<file path="src/rtl/pe1_pkg.sv">
// Shared PE1 multiplier constants and the carry-save pair type that the
// level-2 Dadda tree hands to the final carry-propagate stage.
package pe1_pkg;

    localparam int PE1_DT_W     = 15;
    localparam int PE1_CPA_LO_W = 8;

    typedef struct packed {
        logic [PE1_DT_W-1:0] s;
        logic [PE1_DT_W-1:0] c;
    } pe1_cs_pair_t;

endpackage

</file>
<file path="src/rtl/dt_cpa_seg.sv">
// Combinational N-bit ripple segment with carry-in and carry-out; used as the
// low and high halves of the split adder, or as the full-width adder.
module dt_cpa_seg #(
    parameter int N = 8
) (
    input  logic [N-1:0] a,
    input  logic [N-1:0] b,
    input  logic         ci,
    output logic [N-1:0] sum,
    output logic         co
);

    assign {co, sum} = {1'b0, a} + {1'b0, b} + {{N{1'b0}}, ci};

endmodule

</file>
<file path="src/rtl/dt_cpa_pipe.sv">
// Final carry-propagate stage after the Dadda tree: (s + c) mod 2^W with a
// valid/ready handshake. Define DT_CPA_SINGLE_STAGE_EN for a one-stage adder.
module dt_cpa_pipe
    import pe1_pkg::*;
#(
    parameter int W    = PE1_DT_W,
    parameter int LO_W = PE1_CPA_LO_W
) (
    input  logic         clk,
    input  logic         reset,
    input  logic         in_valid,
    output logic         in_ready,
    input  logic [W-1:0] s,
    input  logic [W-1:0] c,
    output logic         out_valid,
    input  logic         out_ready,
    output logic [W-1:0] result
);

    logic         s2_v_q, s2_v_d;
    logic [W-1:0] result_q, result_d;
    logic         s2_free;
    logic         in_xfer;

    assign s2_free = !s2_v_q || out_ready;

`ifdef DT_CPA_SINGLE_STAGE_EN

    logic [W-1:0] full_sum;
    logic         full_co;

    // Carry out of the MSB is the tree's discarded column carry.
    dt_cpa_seg #(.N(W)) u_seg_full (
        .a   (s),
        .b   (c),
        .ci  (1'b0),
        .sum (full_sum),
        .co  (full_co)
    );

    assign in_ready = s2_free;
    assign in_xfer  = in_valid && in_ready;

    always_comb begin
        s2_v_d   = s2_v_q;
        result_d = result_q;
        if (in_xfer) begin
            s2_v_d   = 1'b1;
            result_d = full_sum;
        end else if (out_ready) begin
            s2_v_d = 1'b0;
        end
    end

`else

    localparam int HI_W = W - LO_W;

    logic              s1_v_q, s1_v_d;
    logic [LO_W-1:0]   lo_q, lo_d;
    logic              cy_q, cy_d;
    logic [HI_W-1:0]   s_hi_q, s_hi_d;
    logic [HI_W-1:0]   c_hi_q, c_hi_d;
    logic [LO_W-1:0]   lo_sum;
    logic              lo_co;
    logic [HI_W-1:0]   hi_sum;
    logic              hi_co;
    logic              s1_adv;

    dt_cpa_seg #(.N(LO_W)) u_seg_lo (
        .a   (s[LO_W-1:0]),
        .b   (c[LO_W-1:0]),
        .ci  (1'b0),
        .sum (lo_sum),
        .co  (lo_co)
    );

    // High half finishes one cycle later using the registered low carry.
    dt_cpa_seg #(.N(HI_W)) u_seg_hi (
        .a   (s_hi_q),
        .b   (c_hi_q),
        .ci  (cy_q),
        .sum (hi_sum),
        .co  (hi_co)
    );

    assign s1_adv   = s1_v_q && s2_free;
    assign in_ready = !s1_v_q || s2_free;
    assign in_xfer  = in_valid && in_ready;

    always_comb begin
        s1_v_d = s1_v_q;
        lo_d   = lo_q;
        cy_d   = cy_q;
        s_hi_d = s_hi_q;
        c_hi_d = c_hi_q;
        if (in_xfer) begin
            s1_v_d = 1'b1;
            lo_d   = lo_sum;
            cy_d   = lo_co;
            s_hi_d = s[W-1:LO_W];
            c_hi_d = c[W-1:LO_W];
        end else if (s1_adv) begin
            s1_v_d = 1'b0;
        end
    end

    always_comb begin
        s2_v_d   = s2_v_q;
        result_d = result_q;
        if (s1_adv) begin
            s2_v_d   = 1'b1;
            result_d = {hi_sum, lo_q};
        end else if (out_ready) begin
            s2_v_d = 1'b0;
        end
    end

    always_ff @(posedge clk or negedge reset) begin
        if (!reset) begin
            s1_v_q <= 1'b0;
            lo_q   <= '0;
            cy_q   <= 1'b0;
            s_hi_q <= '0;
            c_hi_q <= '0;
        end else begin
            s1_v_q <= s1_v_d;
            lo_q   <= lo_d;
            cy_q   <= cy_d;
            s_hi_q <= s_hi_d;
            c_hi_q <= c_hi_d;
        end
    end

`endif

    always_ff @(posedge clk or negedge reset) begin
        if (!reset) begin
            s2_v_q   <= 1'b0;
            result_q <= '0;
        end else begin
            s2_v_q   <= s2_v_d;
            result_q <= result_d;
        end
    end

    assign out_valid = s2_v_q;
    assign result    = result_q;

endmodule
</file>
<file path="config.mk">
export PLATFORM = sky130hd
export DESIGN_NAME = dt_cpa_pipe
export DESIGN_NICKNAME = d
export VERILOG_FILES = /design/src/rtl/pe1_pkg.sv /design/src/rtl/dt_cpa_seg.sv /design/src/rtl/dt_cpa_pipe.sv
export SDC_FILE = /design/constraint.sdc
export NUM_CORES = 1
export LEC_CHECK = 0
export CAP_MARGIN = 20
export CORE_ASPECT_RATIO = 1.25
export CORE_MARGIN = 2
export CORE_UTILIZATION = 30
export CTS_BUF_LIST = sky130_fd_sc_hd__clkbuf_2
export CTS_CLUSTER_DIAMETER = 40
export DETAILED_ROUTE_END_ITERATION = 8
export GPL_TIMING_DRIVEN = 0
export PLACE_DENSITY_LB_ADDON = 0.15
export SLEW_MARGIN = 20
export SYNTH_ARGS = -nofsm -noshare
export SYNTH_HDL_FRONTEND = slang
export SYNTH_SLANG_ARGS = --single-unit
export TNS_END_PERCENT = 1
</file>
<file path="constraint.sdc">
create_clock -name clk -period 3 [get_ports clk]
set_input_delay 0.6 -clock clk [delete_from_list [all_inputs] [get_ports clk]]
set_output_delay 0.6 -clock clk [all_outputs]
set_load 0.02 [all_outputs]
</file>
; Word level (Yosys, flattened, before mapping)
; Cells that the tools add are included.
[totals]
reg_bits = 40
latchBits = 0
ramBits = 0
rom_bits = 0
in_bits = 34
out_inout_bits = 17
word_cells = 22
n_memories = 0
[op_classes]
n_addsub = 3
mul = 0
div = 0
order_cmp = 0
eq_ne = 0
shift = 0
muxes = 4
bitwise_logic = 0
n_reduce_logical = 8
[ops]
columns = cell, n
row1 = $add 8x8->9, 1
row2 = $add 7x1->7, 1
row3 = $add 7x7->7, 1
row4 = $mux 1, 4
row5 = $reduce_bool 2->1, 2
row6 = $logic_and 1x1->1, 2
row7 = $logic_not 1->1, 2
row8 = $logic_or 1x1->1, 2

; Logic depth before layout (Yosys ltp)
; Gate-level depths: netlist of the first run.
[depth]
word_depth = 5
ltp_mapped = 8

; Cells and area by module
; A second synthesis of the first run with hierarchy kept.
[hier_totals]
hier_cells = 168
area_unflattened_um2 = 2243.4
[modules_own_cells]
columns = mod, n_inst, cells_each, area_each_um2, seq_area_each_um2
row1 = dt_cpa_pipe, 1, 88, 1617.8, 1001.0
row2 = dt_cpa_seg at u_seg_lo, 1, 42, 331.6, 0.0
row3 = dt_cpa_seg at u_seg_hi, 1, 38, 294.0, 0.0

; Worst setup path after synthesis of the first run
; Ideal clock, no wire load.
[synth_path]
path_type = in2reg
from = input port c[0]
to = register lo_q[6]
setup_time_ns = 0.125
t_arrival_ns = 1.990
t_required_ns = 2.875
slack_ns = 0.886
cell_stages = 7
path_cell_list = ha_1 -> fa_1 -> a21o_1 -> a31oi_2 -> nand2b_1 -> a211oi_2 -> o31ai_1
[synth_between]
elab_chain_len = 1
[synth_rtl]
columns = element, line_no
row1 = "start, declared", dt_cpa_pipe.sv:14  ; input logic [W-1:0] c,
row2 = $add 8x8->9, dt_cpa_seg.sv:13  ; assign {co, sum} = {1'b0, a} + {1'b0, b} + {{N{1'b0}}, ci};
row3 = "end signal, assigned", dt_cpa_pipe.sv:128  ; lo_q <= lo_d;
row4 = "end, declared", dt_cpa_pipe.sv:60  ; logic [LO_W-1:0] lo_q, lo_d;
; No other way between the ends.
; A chain may end at the register's enable or synchronous reset.

; Worst setup path after layout of the first run
[layout_path]
from = input port out_ready
to = output port in_ready
[layout_between]
elab_chain_len = 2
[layout_rtl]
columns = element, line_no
row1 = "start, declared", dt_cpa_pipe.sv:16  ; input logic out_ready,
row2 = $logic_or 1x1->1, dt_cpa_pipe.sv:25  ; assign s2_free = !s2_v_q || out_ready;
row3 = $logic_or 1x1->1, dt_cpa_pipe.sv:88  ; assign in_ready = !s1_v_q || s2_free;
row4 = "end, declared", dt_cpa_pipe.sv:12  ; output logic in_ready,
; No other way between the ends.

==> results of run 1 <==
-- cell usage after synthesis --
library cell,n
o31a_1,1
ha_1,13
o21bai_1,1
a21o_1,3
a211oi_2,1
a2bb2oi_1,1
xnor2_1,3
inv_1,5
buf_4,3
a21oi_1,9
fa_1,3
o31ai_1,1
buf_2,1
nand2b_1,4
xor2_1,5
nor2_1,5
nand2_1,15
o21ai_0,17
dfrtp_1,40
a211oi_1,2
o21ai_1,1
o21a_1,1
o211ai_1,1
nor2b_1,1
nand3b_1,1
a211o_2,1
mux2_2,25
clkbuf_1,1
and2_2,1
a31oi_2,1
nor3_1,2
-- metal layers --
layer / global-route usage, % / vias to the layer above
li1: - / 710
met1: 13.7 / 669
met2: 21.3 / 41
met3: 3.03 / 8
met4: 5.80 / 0
met5: 0 / -
-- sequential cells by signal, summed over array words and instances (netlist names) --
signal     cells
cy_q           1
s_hi_q         7
result        15
s1_v_q         1
out_valid      1
lo_q           8
c_hi_q         7
-- through the flow --
| step | area [um^2] | total power [mW] | hold slack, ps | worst slack, ps | instances |
|---|---|---|---|---|---|
| floorplan | 2010 | 1.14 | 304 | 886 | 169 |
| global placement | 2620 | 1.42 | 462 | 253 | 306 |
| detailed placement | 2640 | 1.43 | 470 | 364 | 307 |
| CTS | 2680 | 1.66 | 114 | 521 | 315 |
| global route | 2680 | 1.76 | 105 | 508 | 315 |
| finish | 2680 | 1.63 | 133 | 537 | 315 |
-- final timing paths --
kind | end | depth (start not counted)
setup reg to reg | result[14] | 8
hold / removal | result[12] | 1
hold reg to reg | result[11] | 2
min in group clk | result[11] | 2
max in group asynchronous | out_valid | 2
setup / recovery | in_ready | 3
-- power breakdown --
| part | internal, mW | total [mW] | switching, mW |
|---|---|---|---|
| Clock | 0.0524 | 0.225 | 0.172 |
| Combinational | 0.356 | 0.665 | 0.310 |
| Sequential | 0.671 | 0.742 | 0.0705 |
-- cell type report --
type | count | area share (%)
plain buffers | 5 | 1.17
clock buffers | 5 | 0.933
clock inverters | 3 | 0.513
inverters | 5 | 0.700
multi-input cells | 119 | 35.8
flip-flops and latches | 40 | 37.3
well taps | 87 | 4.06
repair buffers | 51 | 19.5
-- kinds of logic after synthesis --
kind of cell / Yosys count
adders and majority gates: 16
and+or+nand+nor: 29
muxes: 25
buffers and inverters: 10
AOI/OAI and AO/OA: 41
DFF: 40
xor gates and xnor gates: 8
==> reports/results.ini, run 1 <==
[logic_synthesis]
avgSynthCellArea_um2 = 11.9
ys_types = 31
synth_top_area_cell = dfrtp_1
synthXorXnorAreaFrac_pct = 3.48
yosys-mux-area-fraction_pct = 14.0
synthesis.nets = 219
synth_top_area_share_pct = 49.8
synthAdderAreaFrac_pct = 11.1
synthCells = 169
synthSimpleGateAreaFrac_pct = 6.53
synth_top_family_by_area = multiplexers
synthTopCellsByArea = dfrtp_1, mux2_2, ha_1
synth_compound_area_share_pct = 12.7
synth_seq_cells = 40
synth_area_mm2 = 0.00201
seq_area_frac_synth_pct = 49.8
yosys_warnings = 0

[critical_path]
critPathMaxStageDelay_ps = 630
worstPathBufferInverterCount = 2
arrival_ps = 1860
worstSetupStartpointType = primary input
critical_path_required_ps = 2400
end_kind = output port
crit_start = out_ready
crit_family = buffers and inverters
worstPathCellList = clkdlybuf4s50_1, nand3b_1, clkdlybuf4s50_1
regToRegSetupSlack_ps = 990
cp_common_cell = clkdlybuf4s50_1
r2r-start = cy_q
critical_path_class = primary input to output port
cp_slowest_cell = clkdlybuf4s50_1
critical_path.max_fanout = 4

[grt]
overflow = 0
grt_pass1_vias = 1493
grt_pass1_wl_mm = 6.89
grt_max_degree = 23
grt_antenna_before_repair = 0
gr-usage-all-layers_pct = 12.1

[pwr]
max-vdd-ir-drop_mv = 0.177
p_leak_nw = 1.16
power-per-cell-area_mw_per_mm2 = 608

[finish]
fill_cells = 692
regArea_mm2 = 0.00100
n_antenna_cell = 0
fin_nets = 277
drive_gt1_share_pct = 18.4
mostFrequentLayoutCells = clkdlybuf4s50_1, dfrtp_1, mux2_2
utilization_pct = 41.1
area_growth_pct = 33.3
final_common_cell = clkdlybuf4s50_1
multi_input_area_um2 = 961

[clock_tree]
cts_hold_buf = 0
cts-resized-gates = 0
postCtsSetupBuffers = 0
cts.clk_slew.worst_paths_ps = 200
h-tree-depth = 2
clock_path_buffers = 2
numCtsBuffers = 5
cts_tree = done
cts_sinks = 40
cts-root-buf = clkbuf_2
clock_latency_ps = 380

[floorplan]
die_area_mm2 = 0.00738
ioPinCount = 51
rows = 33
dieWidth_um = 77.2
coreArea_mm2 = 0.00652
start_util_pct = 30.8
die_y_um = 95.6

[drt]
dr_total_vias = 1428
routed-wl-met3_um = 218
wl_per_cell_um = 12.7
vias_per_cell = 4.53
drc_errors = 0
top_layer = met4
drt_wl_total_mm = 3.99
met1Wirelength_mm = 1.72
drt-initial-drc-count = 29
ant_nets = 0
first_pass_iters = 4
wl_met2_mm = 1.95

[job]
maxCapViolCount = 0

[outcome]
status = completed

[timing]
rsz0062_at_grt = no
slew_headroom_pct = 68.2
tightestPinTransition_ps = 477
final-max-slew-violation-count = 0
period_needed_ps = 2460
fmax_ghz = 0.406
finalClockSkew_ps = 13.4
hold_viol = 0
min_period_over_period_pct = 82.1
fin_setup_tns_ps = 0
setup_violations = 0

[place]
numPortBuffers = 50
gp_congestion = 0.803
dp_hpwl_mm = 3.17

[min_path]
min_path_type = primary input to asynchronous set/reset pin

(Power assumes the default switching activity.)
==> run 2, diff against run 1 <==
==> constraint.sdc (replaced) <==
create_clock -name clk -period 2.13 [get_ports clk]
set_input_delay 0.426 -clock clk [delete_from_list [all_inputs] [get_ports clk]]
set_output_delay 0.426 -clock clk [all_outputs]
set_load 0.02 [all_outputs]
==> reports/results.ini, run 2 (synthesized netlist as in run 1, its figures left out) <==
[finish]
final_common_cell = clkdlybuf4s50_1
largest_reg_flops = 15
stdcell_count = 316
drive_gt1_share_pct = 19.2
multi_input_area_um2 = 968
regArea_mm2 = 0.00100
n_antenna_cell = 0
mostFrequentLayoutCells = clkdlybuf4s50_1, dfrtp_1, mux2_2
fin_nets = 278
area_growth_pct = 34.1
fill_cells = 689

[critical_path]
worstSetupStartpointType = primary input
end_kind = flop
reg2reg_depth = 8
critical_path.max_fanout = 3
critical_path_required_ps = 2420
r2r-end = result[14]
r2r-start = cy_q
regToRegSetupSlack_ps = 160
critical_path_class = primary input to flop
arrival_ps = 2320

[timing]
hold_viol = 0
tightestPinTransition_ps = 478
rsz0062_at_grt = no
fmax_ghz = 0.492
min_period_over_period_pct = 95.4
slew_headroom_pct = 68.1
final-max-slew-violation-count = 0
setup_ws_ps = 97.0
period_needed_ps = 2030
setup_violations = 0
finalClockSkew_ps = 13.4

[min_path]
min_path_type = primary input to asynchronous set/reset pin

[grt]
grt_antenna_before_repair = 0
overflow = 0
gr-usage-all-layers_pct = 12.1
grt_pass1_wl_mm = 6.91
grt_pass1_vias = 1496
grt_max_degree = 23

[place]
dp_hpwl_mm = 3.17
numPortBuffers = 50
gp_congestion = 0.803
post-place-ws_ps = -332
place_inst = 307

[clock_tree]
postCtsSetupBuffers = 0
clock_path_buffers = 2
cts-root-buf = clkbuf_2
cts.clk_slew.worst_paths_ps = 200
cts_sinks = 40
cts_tree = done
numCtsBuffers = 5
clock_latency_ps = 380
h-tree-depth = 2

[floorplan]
die_area_mm2 = 0.00738
rows = 33
ioPinCount = 51
dieWidth_um = 77.2
coreArea_mm2 = 0.00652
start_util_pct = 30.8
die_y_um = 95.6

[pwr]
p_int_mw = 1.52
max-vdd-ir-drop_mv = 0.249
power-per-cell-area_mw_per_mm2 = 853
p_leak_nw = 1.16
p_clk_share_pct = 13.7
switching_share_pct = 33.9
p_comb_share_pct = 40.9
p_sw_uw = 781
power_frac_seq_pct = 45.3

[drt]
routed-wl-met3_um = 215
dr_total_vias = 1433
wl_met2_mm = 1.95
drc_errors = 0
wl_per_cell_um = 12.6
met1Wirelength_mm = 1.73
ant_nets = 0
drt_wl_total_mm = 4.00
top_layer = met4
vias_per_cell = 4.53
first_pass_iters = 4
drt-initial-drc-count = 24

[job]
maxCapViolCount = 0

[outcome]
status = completed

run 2: changes by cell type in the layout (fill, tap and decap cells not counted):
cell / previous run / this run
clkdlybuf4s50_1: 49 / 48
dlygate4sd2_1: 0 / 1
dlygate4sd3_1: 0 / 1
fa_1: 3 / 2
fa_2: 0 / 1
nor3_1: 2 / 1
nor3_2: 0 / 1
run 2: power by group through the flow:
stage	clock network (mW)	registers (mW)	logic [mW]
final	0.317	1.04	0.943
after global routing	0.374	1.07	1.04
after CTS	0.339	1.05	0.958
after detailed placement	0	1.07	0.953
after global placement	0	1.06	0.943
after floorplan	0	1.19	0.410
run 2: routing by layer:
layer	vias to the layer above	track usage [%]
met3	8	3.03
met5	-	0
met2	41	21.4
met4	0	5.80
met1	671	13.7
li1	713	-
run 2: cell type report:
class | instances | area share [%]
clock inverters | 3 | 0.510
multi-input cells | 119 | 35.9
repair buffers | 52 | 19.7
clock buffers | 5 | 0.927
well taps | 87 | 4.03
flip-flops and latches | 40 | 37.1
plain buffers | 5 | 1.16
inverters | 5 | 0.695
run 2: stage by stage:
stage	utilization [%]	total power, mW	cell area (um^2)	setup TNS, ps	hold slack (ps)
4_1_cts	41.3	2.34	2690	0	481
3_5_place_dp	40.5	2.02	2640	-1120	415
6_report	41.4	2.30	2700	0	494
5_1_grt	41.4	2.49	2700	0	478
2_1_floorplan	-	1.60	2010	0	130
3_3_place_gp	40.2	2.00	2620	-18750	462
run 2: how the worst max path moves through the flow:
stage / startpoint / end / slack (ps) / cells past startpoint
after floorplan: c[0] / lo_q[6] / 190 / 7
after global placement: reset / result[3] / -440 / 1
after detailed placement: c[0] / cy_q / -330 / 8
after CTS: cy_q / result[14] / 110 / 8
after global routing: cy_q / result[14] / 10 / 8
final: c[0] / cy_q / 100 / 8
run 2: what timing repair did:
item | CTS | global route
endpoints found under the hold margin | 18 | 0
gates cloned | 0 | 0
hold buffers | 1 | 0
resized for setup | 1 | 2
endpoints found under the setup margin | 1 | 1
run 2: critical path: stages:
cell	delay, ps
clkdlybuf4s50_1	400
ha_1	230
fa_1	410
a21o_1	220
a31oi_2	230
a21oi_1	130
o21ai_0	180
a21oi_1	80
==> run 3, diff against run 2 <==
--- a/config.mk
+++ b/config.mk
@@ -6,7 +6,6 @@
 export NUM_CORES = 1
 export LEC_CHECK = 0
 export CAP_MARGIN = 20
-export CORE_ASPECT_RATIO = 1.25
 export CORE_MARGIN = 2
 export CORE_UTILIZATION = 30
 export CTS_BUF_LIST = sky130_fd_sc_hd__clkbuf_2
==> reports/results.ini, run 3 (synthesized netlist as in run 1, its figures left out) <==
[finish]
largest_reg_flops = 15
final_common_cell = clkdlybuf4s50_1
area_growth_pct = 34.8
regArea_mm2 = 0.00100
drive_gt1_share_pct = 19.2
utilization_pct = 42.2
multi_input_area_um2 = 972
fill_cells = 604
mostFrequentLayoutCells = clkdlybuf4s50_1, dfrtp_1, mux2_2
fin_nets = 278
n_antenna_cell = 0

[critical_path]
end_kind = flop
critical_path.max_fanout = 3
critical_path_class = primary input to flop
critical_path_required_ps = 2410
worstSetupStartpointType = primary input
arrival_ps = 2340
reg2reg_depth = 8

[drt]
first_pass_iters = 7
vias_per_cell = 4.66
drt_wl_total_mm = 3.91
ant_nets = 0
drt-initial-drc-count = 50
drc_errors = 4
dr_total_vias = 1426
wl_per_cell_um = 12.8

[timing]
hold_viol = 0
setup_ws_ps = 72.0
min_period_over_period_pct = 96.6
slew_headroom_pct = 72.5
finalClockSkew_ps = 15.5
tightestPinTransition_ps = 413
final-max-slew-violation-count = 0
period_needed_ps = 2060
fmax_ghz = 0.486
rsz0062_at_grt = no
setup_violations = 0

[floorplan]
die_area_mm2 = 0.00738
die_y_um = 85.9
rows = 29
coreArea_mm2 = 0.00642
start_util_pct = 31.3
ioPinCount = 51
dieWidth_um = 85.9

[clock_tree]
cts.clk_slew.worst_paths_ps = 200
cts_sinks = 40
cts_tree = done
numCtsBuffers = 5
clock_path_buffers = 2
h-tree-depth = 2
postCtsSetupBuffers = 0
cts-root-buf = clkbuf_2
clock_latency_ps = 390

[pwr]
max-vdd-ir-drop_mv = 0.285
p_total_mw = 2.43
power-per-cell-area_mw_per_mm2 = 895
p_leak_nw = 1.18

[grt]
grt_max_degree = 27
gr-usage-all-layers_pct = 11.8
grt_antenna_before_repair = 0
grt_pass1_wl_mm = 6.69
grt_pass1_vias = 1471
overflow = 0

[place]
post-place-ws_ps = -376
numPortBuffers = 50
dp_hpwl_mm = 3.10
gp_congestion = 0.775

[outcome]
status = finished, violations left
violations = DRC

[job]
maxCapViolCount = 0

[min_path]
min_path_type = primary input to asynchronous set/reset pin

-- run 3: timing repair --
item,CTS,global route
hold endpoints to repair,14,0
hold buffers,1,0
endpoints found under the setup margin,0,4
gates resized for setup,0,4
-- run 3: worst paths after layout --
| kind | startpoint | endpoint | slack, ps |
|---|---|---|---|
| worst max-delay path | c[0] | lo_q[6] | 70 |
| worst min-delay path | reset | result[8] | 460 |
| worst max register to register | cy_q | result[14] | 180 |
| worst min register to register | s1_v_q | out_valid | 500 |
| max in group asynchronous | reset | s_hi_q[4] | 1210 |
| min in group clk | s1_v_q | out_valid | 500 |
-- run 3: layout make-up --
type	count	share of cell area (%)
Clock inverter	2	1.29
Inverter	5	0.692
Buffer	5	1.15
Multi-Input combinational cell	119	35.8
Tap cell	77	3.55
Clock buffer	6	1.11
Sequential cell	40	36.9
Timing Repair Buffer	52	19.5
-- run 3: stage by stage --
stage / setup TNS [ps] / instances / instance area (um^2) / hold slack [ps]
2_1_floorplan: 0 / 169 / 2010 / 130
3_3_place_gp: -18860 / 296 / 2610 / 462
3_5_place_dp: -1100 / 297 / 2620 / 363
4_1_cts: 0 / 306 / 2700 / 429
5_1_grt: 0 / 306 / 2710 / 411
6_report: 0 / 306 / 2710 / 456
-- run 3: report_power, final --
part / total [mW] / internal, mW / switching [mW]
sequential: 1.04 / 0.945 / 0.0996
clock: 0.442 / 0.202 / 0.240
combinational: 0.940 / 0.503 / 0.437
total: 2.43 / 1.65 / 0.777
-- run 3: routing by layer --
layer	up-vias	track usage (%)	part of all wire, %
met4	0	5.19	1.9
met1	667	14.0	43
met5	-	0	0
li1	717	-	-
met2	35	19.9	50
met3	7	2.98	5.2
-- run 3: worst max-delay path, cell delays in order --
cell and delay, ps:
clkdlybuf4s50_1 410, ha_1 240, fa_1 420, a21o_1 240
a31oi_4 200, nand2b_1 90, a211oi_2 220, o31ai_1 90
